File: src/rtl/writeback_stage.sv
// Writeback stage: arbitrates ALU/load results onto the register-file write port and keeps the
// pending-destination scoreboard. Optional macro WB_BYPASS_EN forwards the write port to rs1/rs2.
module writeback_stage #(
    parameter int                    DATA_WIDTH   = 64,
    parameter int                    NUM_REGS     = 32,
    parameter int                    NUM_REGS_LOG = $clog2(NUM_REGS),
    parameter logic [DATA_WIDTH-1:0] STACK_INIT   = 64'h0,
    parameter int                    STARVE_LIMIT = 3
) (
    input  logic                    clk,
    input  logic                    reset,
    input  logic                    alu_valid,
    output logic                    alu_ready,
    input  logic [NUM_REGS_LOG-1:0] alu_rd,
    input  logic [DATA_WIDTH-1:0]   alu_data,
    input  logic                    mem_valid,
    output logic                    mem_ready,
    input  logic [NUM_REGS_LOG-1:0] mem_rd,
    input  logic [DATA_WIDTH-1:0]   mem_data,
    input  logic                    issue_valid,
    output logic                    issue_ready,
    input  logic [NUM_REGS_LOG-1:0] issue_rd,
    input  logic [NUM_REGS_LOG-1:0] rs1,
    input  logic [NUM_REGS_LOG-1:0] rs2,
    output logic                    rs1_busy,
    output logic                    rs2_busy,
    output logic                    rs1_fwd_valid,
    output logic                    rs2_fwd_valid,
    output logic [DATA_WIDTH-1:0]   rs1_fwd_data,
    output logic [DATA_WIDTH-1:0]   rs2_fwd_data,
    output logic [NUM_REGS_LOG-1:0] write_reg,
    output logic [DATA_WIDTH-1:0]   write_data
);

    localparam int             SW         = $clog2(STARVE_LIMIT + 1);
    localparam logic [SW-1:0]  STARVE_MAX = SW'(STARVE_LIMIT);

    logic [NUM_REGS-1:0]     busy_q, busy_d;
    logic [SW-1:0]           starve_q, starve_d;
    logic [NUM_REGS_LOG-1:0] write_reg_q, write_reg_d;
    logic [DATA_WIDTH-1:0]   write_data_q, write_data_d;

    logic                    alu_grant_s, mem_grant_s, any_grant_s, issue_fire_s;
    logic [NUM_REGS_LOG-1:0] win_rd_s;
    logic [DATA_WIDTH-1:0]   win_data_s;

    // Arbitration: load wins unless the ALU has lost STARVE_LIMIT times in a row.
    always_comb begin
        alu_grant_s = 1'b0;
        mem_grant_s = 1'b0;
        if (alu_valid && ((starve_q == STARVE_MAX) || !mem_valid)) begin
            alu_grant_s = 1'b1;
        end else if (mem_valid) begin
            mem_grant_s = 1'b1;
        end else begin
            alu_grant_s = 1'b0;
            mem_grant_s = 1'b0;
        end
    end

    assign alu_ready    = alu_grant_s;
    assign mem_ready    = mem_grant_s;
    assign any_grant_s  = alu_grant_s | mem_grant_s;
    assign issue_ready  = ~busy_q[issue_rd];
    assign issue_fire_s = issue_valid & issue_ready;

    // Winner mux feeding the write port and the scoreboard clear.
    always_comb begin
        win_rd_s   = '0;
        win_data_s = '0;
        case ({alu_grant_s, mem_grant_s})
            2'b10: begin
                win_rd_s   = alu_rd;
                win_data_s = alu_data;
            end
            2'b01: begin
                win_rd_s   = mem_rd;
                win_data_s = mem_data;
            end
            default: begin
                win_rd_s   = '0;
                win_data_s = '0;
            end
        endcase
    end

    // Next-state: starvation counter, write port, scoreboard (set after clear so set wins).
    always_comb begin
        starve_d     = '0;
        write_reg_d  = '0;
        write_data_d = write_data_q;
        busy_d       = busy_q;
        if (alu_valid && !alu_grant_s) begin
            if (starve_q != STARVE_MAX) begin
                starve_d = starve_q + SW'(1);
            end else begin
                starve_d = starve_q;
            end
        end else begin
            starve_d = '0;
        end
        if (any_grant_s) begin
            write_reg_d       = win_rd_s;
            write_data_d      = win_data_s;
            busy_d[win_rd_s]  = 1'b0;
        end else begin
            write_reg_d  = '0;
            write_data_d = write_data_q;
        end
        if (issue_fire_s) begin
            busy_d[issue_rd] = 1'b1;
        end else begin
            busy_d[issue_rd] = busy_d[issue_rd];
        end
        busy_d[0] = 1'b0;
    end

    // State registers; write_data holds the initial stack pointer throughout reset.
    always_ff @(posedge clk or negedge reset) begin
        if (!reset) begin
            busy_q       <= '0;
            starve_q     <= '0;
            write_reg_q  <= '0;
            write_data_q <= STACK_INIT;
        end else begin
            busy_q       <= busy_d;
            starve_q     <= starve_d;
            write_reg_q  <= write_reg_d;
            write_data_q <= write_data_d;
        end
    end

    assign write_reg  = write_reg_q;
    assign write_data = write_data_q;

`ifdef WB_BYPASS_EN
    logic rs1_hit_s, rs2_hit_s;

    // A source matching the register being written this cycle is served from the write port.
    always_comb begin
        rs1_hit_s     = (write_reg_q != '0) && (write_reg_q == rs1);
        rs2_hit_s     = (write_reg_q != '0) && (write_reg_q == rs2);
        rs1_busy      = busy_q[rs1] & ~rs1_hit_s;
        rs2_busy      = busy_q[rs2] & ~rs2_hit_s;
        rs1_fwd_valid = rs1_hit_s;
        rs2_fwd_valid = rs2_hit_s;
        rs1_fwd_data  = rs1_hit_s ? write_data_q : '0;
        rs2_fwd_data  = rs2_hit_s ? write_data_q : '0;
    end
`else
    assign rs1_busy      = busy_q[rs1];
    assign rs2_busy      = busy_q[rs2];
    assign rs1_fwd_valid = 1'b0;
    assign rs2_fwd_valid = 1'b0;
    assign rs1_fwd_data  = '0;
    assign rs2_fwd_data  = '0;
`endif

endmodule

File: config.mk
export PLATFORM = sky130hd
export DESIGN_NAME = writeback_stage
export DESIGN_NICKNAME = d
export VERILOG_FILES = /design/src/rtl/writeback_stage.sv
export SDC_FILE = /design/constraint.sdc
export NUM_CORES = 1
export LEC_CHECK = 0
export CAP_MARGIN = 20
export CELL_PAD_IN_SITES_DETAIL_PLACEMENT = 0
export CELL_PAD_IN_SITES_GLOBAL_PLACEMENT = 2
export CORE_MARGIN = 10
export CORE_UTILIZATION = 25
export CTS_BUF_LIST = sky130_fd_sc_hd__clkbuf_8
export CTS_CLUSTER_SIZE = 28
export DETAILED_ROUTE_END_ITERATION = 7
export GPL_ROUTABILITY_DRIVEN = 1
export PLACE_DENSITY_LB_ADDON = 0.15
export SKIP_LAST_GASP = 1
export SLEW_MARGIN = 10
export SYNTH_ARGS = -nofsm -noshare
export SYNTH_HDL_FRONTEND = slang
export SYNTH_SLANG_ARGS = --single-unit
export TNS_END_PERCENT = 1
File: constraint.sdc
create_clock -name clk -period 5.5 [get_ports clk]
set_input_delay 1.1 -clock clk [delete_from_list [all_inputs] [get_ports clk]]
set_output_delay 1.1 -clock clk [all_outputs]
set_load 0.005 [all_outputs]
# After elaboration in Yosys (flattened, before gate mapping)
# Cells that the tools add are included.
# classes
eq_ne	5
n_reduce_logical	7
bitwise_logic	6
n_lt_le_gt_ge	6
add_sub_neg	1
n_mux	23
# ops
operator	count
$pmux 64 s2	1
$mux 32	2
$and 32x32->32	1
$bwmux 32	1
$not 32->32	1
$or 32x32->32	1
$lt 5x6->1 const B	4
$bmux 1 s5	4
$demux 1 s5	2
$ge 5x1->1 const B	2
$pmux 5 s2	1
$mux 1	9
$mux 5	1
$eq 2x2->1 const B	2
$logic_and 1x1->1	4
$mux 2	2
$add 2x1->2 const B	1
$eq 2x1->1 const B	1
$logic_not 1->1	2
$ne 2x1->1 const B	1
$ne 2x2->1 const B	1
$and 1x1->1	1
$logic_or 1x1->1	1
$not 1->1	1
$or 1x1->1	1
# totals
ff_bits	102
wordCells	52
inputBits	158

# Depth between registers and ports, before layout
# logic_depth
ltp_word	17
depth_mapped	15
ltp_nobuf	13

# Worst setup path before layout
# Ideal clock, no wire load.
# synth_path
path_type	in2out
from	in rs1[0]
to	out rs1_busy
cell_stages	4
path_buffers	1
slack_ps	1616
required_ps	4400
t_arrival_ps	2784
cell_sequence	clkbuf_1 -> mux4_2 -> mux4_2 -> mux2_2
# synth_via
elab_chain_len	2
# synth_lines
item	line_no	text
from (decl)	23	input logic [NUM_REGS_LOG-1:0] rs1,
$bmux 1 s5	151	assign rs1_busy = busy_q[rs1];
$mux 1 (implied by the code)	151	
to (decl)	25	output logic rs1_busy,
# Every way passes these cells. The select of a mux whose other input is x is not followed.

# Final worst setup path
# layout_path
from	in issue_rd[0]
to	out issue_ready
# layout_via
elab_chain_len	3
# layout_lines
item	line_no	text
from (decl)	22	input logic [NUM_REGS_LOG-1:0] issue_rd,
$bmux 1 s5	64	assign issue_ready = ~busy_q[issue_rd];
$mux 1 (implied by the code)	64	
$not 1->1	64	
to (decl)	21	output logic issue_ready,
# Every way passes these cells. The select of a mux whose other input is x is not followed.

==> summary.md <==
| Metric | Value |
|---|---|
| Status | `finished, final reports clean` |
| Area after DPL | `0.00939 sq mm` |
| CP Launch Type | `input port` |
| CTS Buffer Depth | `2` |
| Inst Count DP | `1355` |
| Area delta synth->final | `32.7%` |
| # clock sinks | `102` |
| Largest net degree at the start of global routing | `65` |
| Share of the synthesized area in the top cell type | `35.3%` |
| First-pass GRT wire length | `45200 um` |
| Cell with the most instances after synthesis | `nor2_1` |
| WS Path Type | `in2out` |
| Root buffer cell | `clkbuf_8` |
| CTS clock-pin slew for the worst setup and hold paths | `approximately 0.11 ns` |
| Slowest cell on the critical path | `clkdlybuf4s50_1` |
| CP cell instances | `clkdlybuf4s50_1 -> buf_4 -> mux4_2 -> nor2b_1 -> nor4_1 -> clkdlybuf4s50_1` |
| H-tree depth | `3` |
| Routed wire per std cell | `approximately 22 um` |
| Bufs and invs on worst path | `3` |
| Worst Skew | `0.0174 ns` |
| Syn Inst Count | `776` |
| Via count | `6228` |
| Post-CTS Resized | `0` |
| Aggregate global routing overflow | `0` |
| Synth Area in XOR/XNOR | `0%` |
| EDFF count, synth | `0` |
| TritonCTS clock tree | `built` |
| Crit-path leading delay family | `buffers and inverters` |
| Total global-route track usage | `16.5%` |
| Die H | `approximately 190 um` |
| RSZ-0062 raised after global routing | `no` |
| Post-DP HPWL | `~24000 um` |
| Element type at the critical path end | `output port` |
| Final #Nets | `~1.1k` |
| Final WL | `30900 um` |
| Seq/Total Area, Yosys | `between 30% and 40%` |
| Min cycle time layout | `4.93 ns` |
| CTS Buf Count | `9` |
| Area share of fa/ha/maj cells after synthesis | `0.173%` |
| Most frequent CP cell | `clkdlybuf4s50_1` |
| Fmax | `203 MHz` |
| Share of layout cells above drive strength 1 | `around 13%` |
| Reg-to-reg slack, setup | `1.47 ns` |
| GR peak layer | `met2` |
| Main flop type after synthesis | `dfrtp_1` |
| Max Cap Violations | `0` |
| Post-synthesis area per instance | `just over 9 sq um` |
| Pre-antenna DRT Iters | `5` |
| IR drop worst, VDD | `0.000107 V` |
| Max-slew headroom | `38.2%` |
| Top Ports | `362` |
| Core Area | `0.0286 sq mm` |
| Cell Pwr Density | `245 mW/mm^2` |
| Initial drt markers | `302` |
| Post-CTS Setup Bufs | `0` |
| Leak | `3.90 nW` |
| Worst Reg2Reg Path Length in Cells | `13` |
| WP data required | `4.40 ns` |
| Vias in the first global route | `between 6k and 7k` |
| Synth cell count leaders | `nor2_1 (142), buf_4 (135), dfrtp_1 (102), o22ai_1 (66), nand2_1 (52)` |
| Multiplexer area fraction after synthesis | `~17%` |
| Fin crit share | `between 80% and 90%` |
| FP Rows | `62` |
| Skew-Pair Late Insertion Delay | `~0.40 ns` |
| Post-synth ARST share | `between 90% and 100%` |
| Setup violations, final | `0` |
| Starting density of the core | `25.2%` |
| Initial antenna violation count | `2` |
| Final hold violations | `0` |
| Final instance area | `0.00959 sq mm` |
| Hold Crit Class | `reg2reg` |
| Routed Antenna Nets | `0` |
| Critical path arrival | `approximately 3.8 ns` |
| Simple-gate portion of the synthesized area | `15.6%` |
| Die width | `190 um` |
| Crit-path max FO | `8` |
| Cell taking the most area after synthesis | `dfrtp_1` |
| Max-slew violations | `0` |
| I/O Buffers | `231` |
| Yosys reg bits | `102` |
| DRC violation count after routing | `0` |
| Setup TNS | `0 ns` |
| Levels on crit path | `6` |
| GR Util met1 | `20.0%` |
| Largest register FFs | `64` |
| Yosys cell types | `just under 60` |
| Yosys Warn Count | `0` |
| WHS Path Cells | `1` |
| Final Core Density | `33.5%` |
| Crit path largest cell delay | `0.63 ns` |
| Main combinational cell family by area after synthesis | `buffers and inverters` |
| Met2 Usage GRT | `29.5%` |
| Synth top area cells | `dfrtp_1 (35%), buf_4 (14%), mux2_2 (7.5%)` |
| Worst slew pin tran | `0.928 ns` |
| Final cell count without fillers | `1372` |
| Compound-gate portion of the synthesized area | `between 10% and 20%` |
| Die area | `approximately 0.036 sq mm` |
| Via-per-instance ratio | `4.54` |
| Gpl congestion | `0.854` |
| Cts hold-fix bufs | `0` |
| Mapped cell area | `~0.0072 sq mm` |
| Pwr Total | `between 2 and 2.5 mW` |
| GRT met3 Usage | `3.15%` |
## cell families after synthesis
logic type,count (synthesis)
flops,102
fa+ha+maj,1
mux,84
buf+inv,186
other cells,1
simple gates,250
compound gates,152
## stage by stage
stage	setup WS [ns]	hold WS [ns]
2_1_floorplan	1.62	0.416
3_3_place_gp	0.688	0.436
3_5_place_dp	0.613	0.434
4_1_cts	0.609	0.458
5_1_grt	0.528	0.495
6_report	0.574	0.456
## power by group
group	leakage (nW)	switching [mW]	internal, mW
Clock	0.0918	0.330	0.177
Combinational	2.59	0.363	0.454
Sequential	1.22	0.159	0.868
## worst paths after layout
check / startpoint / end
hold reg to reg: starve_q[0] / starve_q[0]
min in group asynchronous: reset / write_data[10]
setup / recovery: issue_rd[0] / issue_ready
max in group asynchronous: reset / write_data[27]
hold / removal: starve_q[0] / starve_q[0]
setup reg to reg: starve_q[0] / busy_q[11]
## layout make-up
type | instances | area [sq um]
fill | 2983 | 19000
multi-input combinational | 617 | 3920
timing repair buffer | 247 | 2420
antenna | 1 | 2.50
sequential | 102 | 2550
tap | 384 | 480
inverter | 5 | 23.8
clock inverter | 7 | 66.3
clock buffer | 9 | 124
## cells in the final DEF (no fill, tap or decap), types with 4 or more instances in the layout
master,instances
nor2_1,142
nand3_1,7
buf_4,17
a21oi_1,19
nor3_1,7
mux2i_1,12
a22oi_1,7
nor3b_1,4
a32o_1,4
nand2b_1,5
o31ai_2,5
mux4_2,24
and2_1,4
clkdlybuf4s50_1,228
mux2_2,48
a31oi_1,6
o22ai_1,66
o211ai_1,9
clkbuf_8,9
o21ai_1,11
nand2_1,51
o21ai_0,6
conb_1,130
nor2b_1,8
dfrtp_1,102
## per-layer routing
layer	vias up	share of wire [%]
met1	3020	41
met3	18	7.0
met4	0	0.98
met5	-	0
li1	2903	-
met2	287	51
Note: power is estimated with default switching activity, not from simulation.
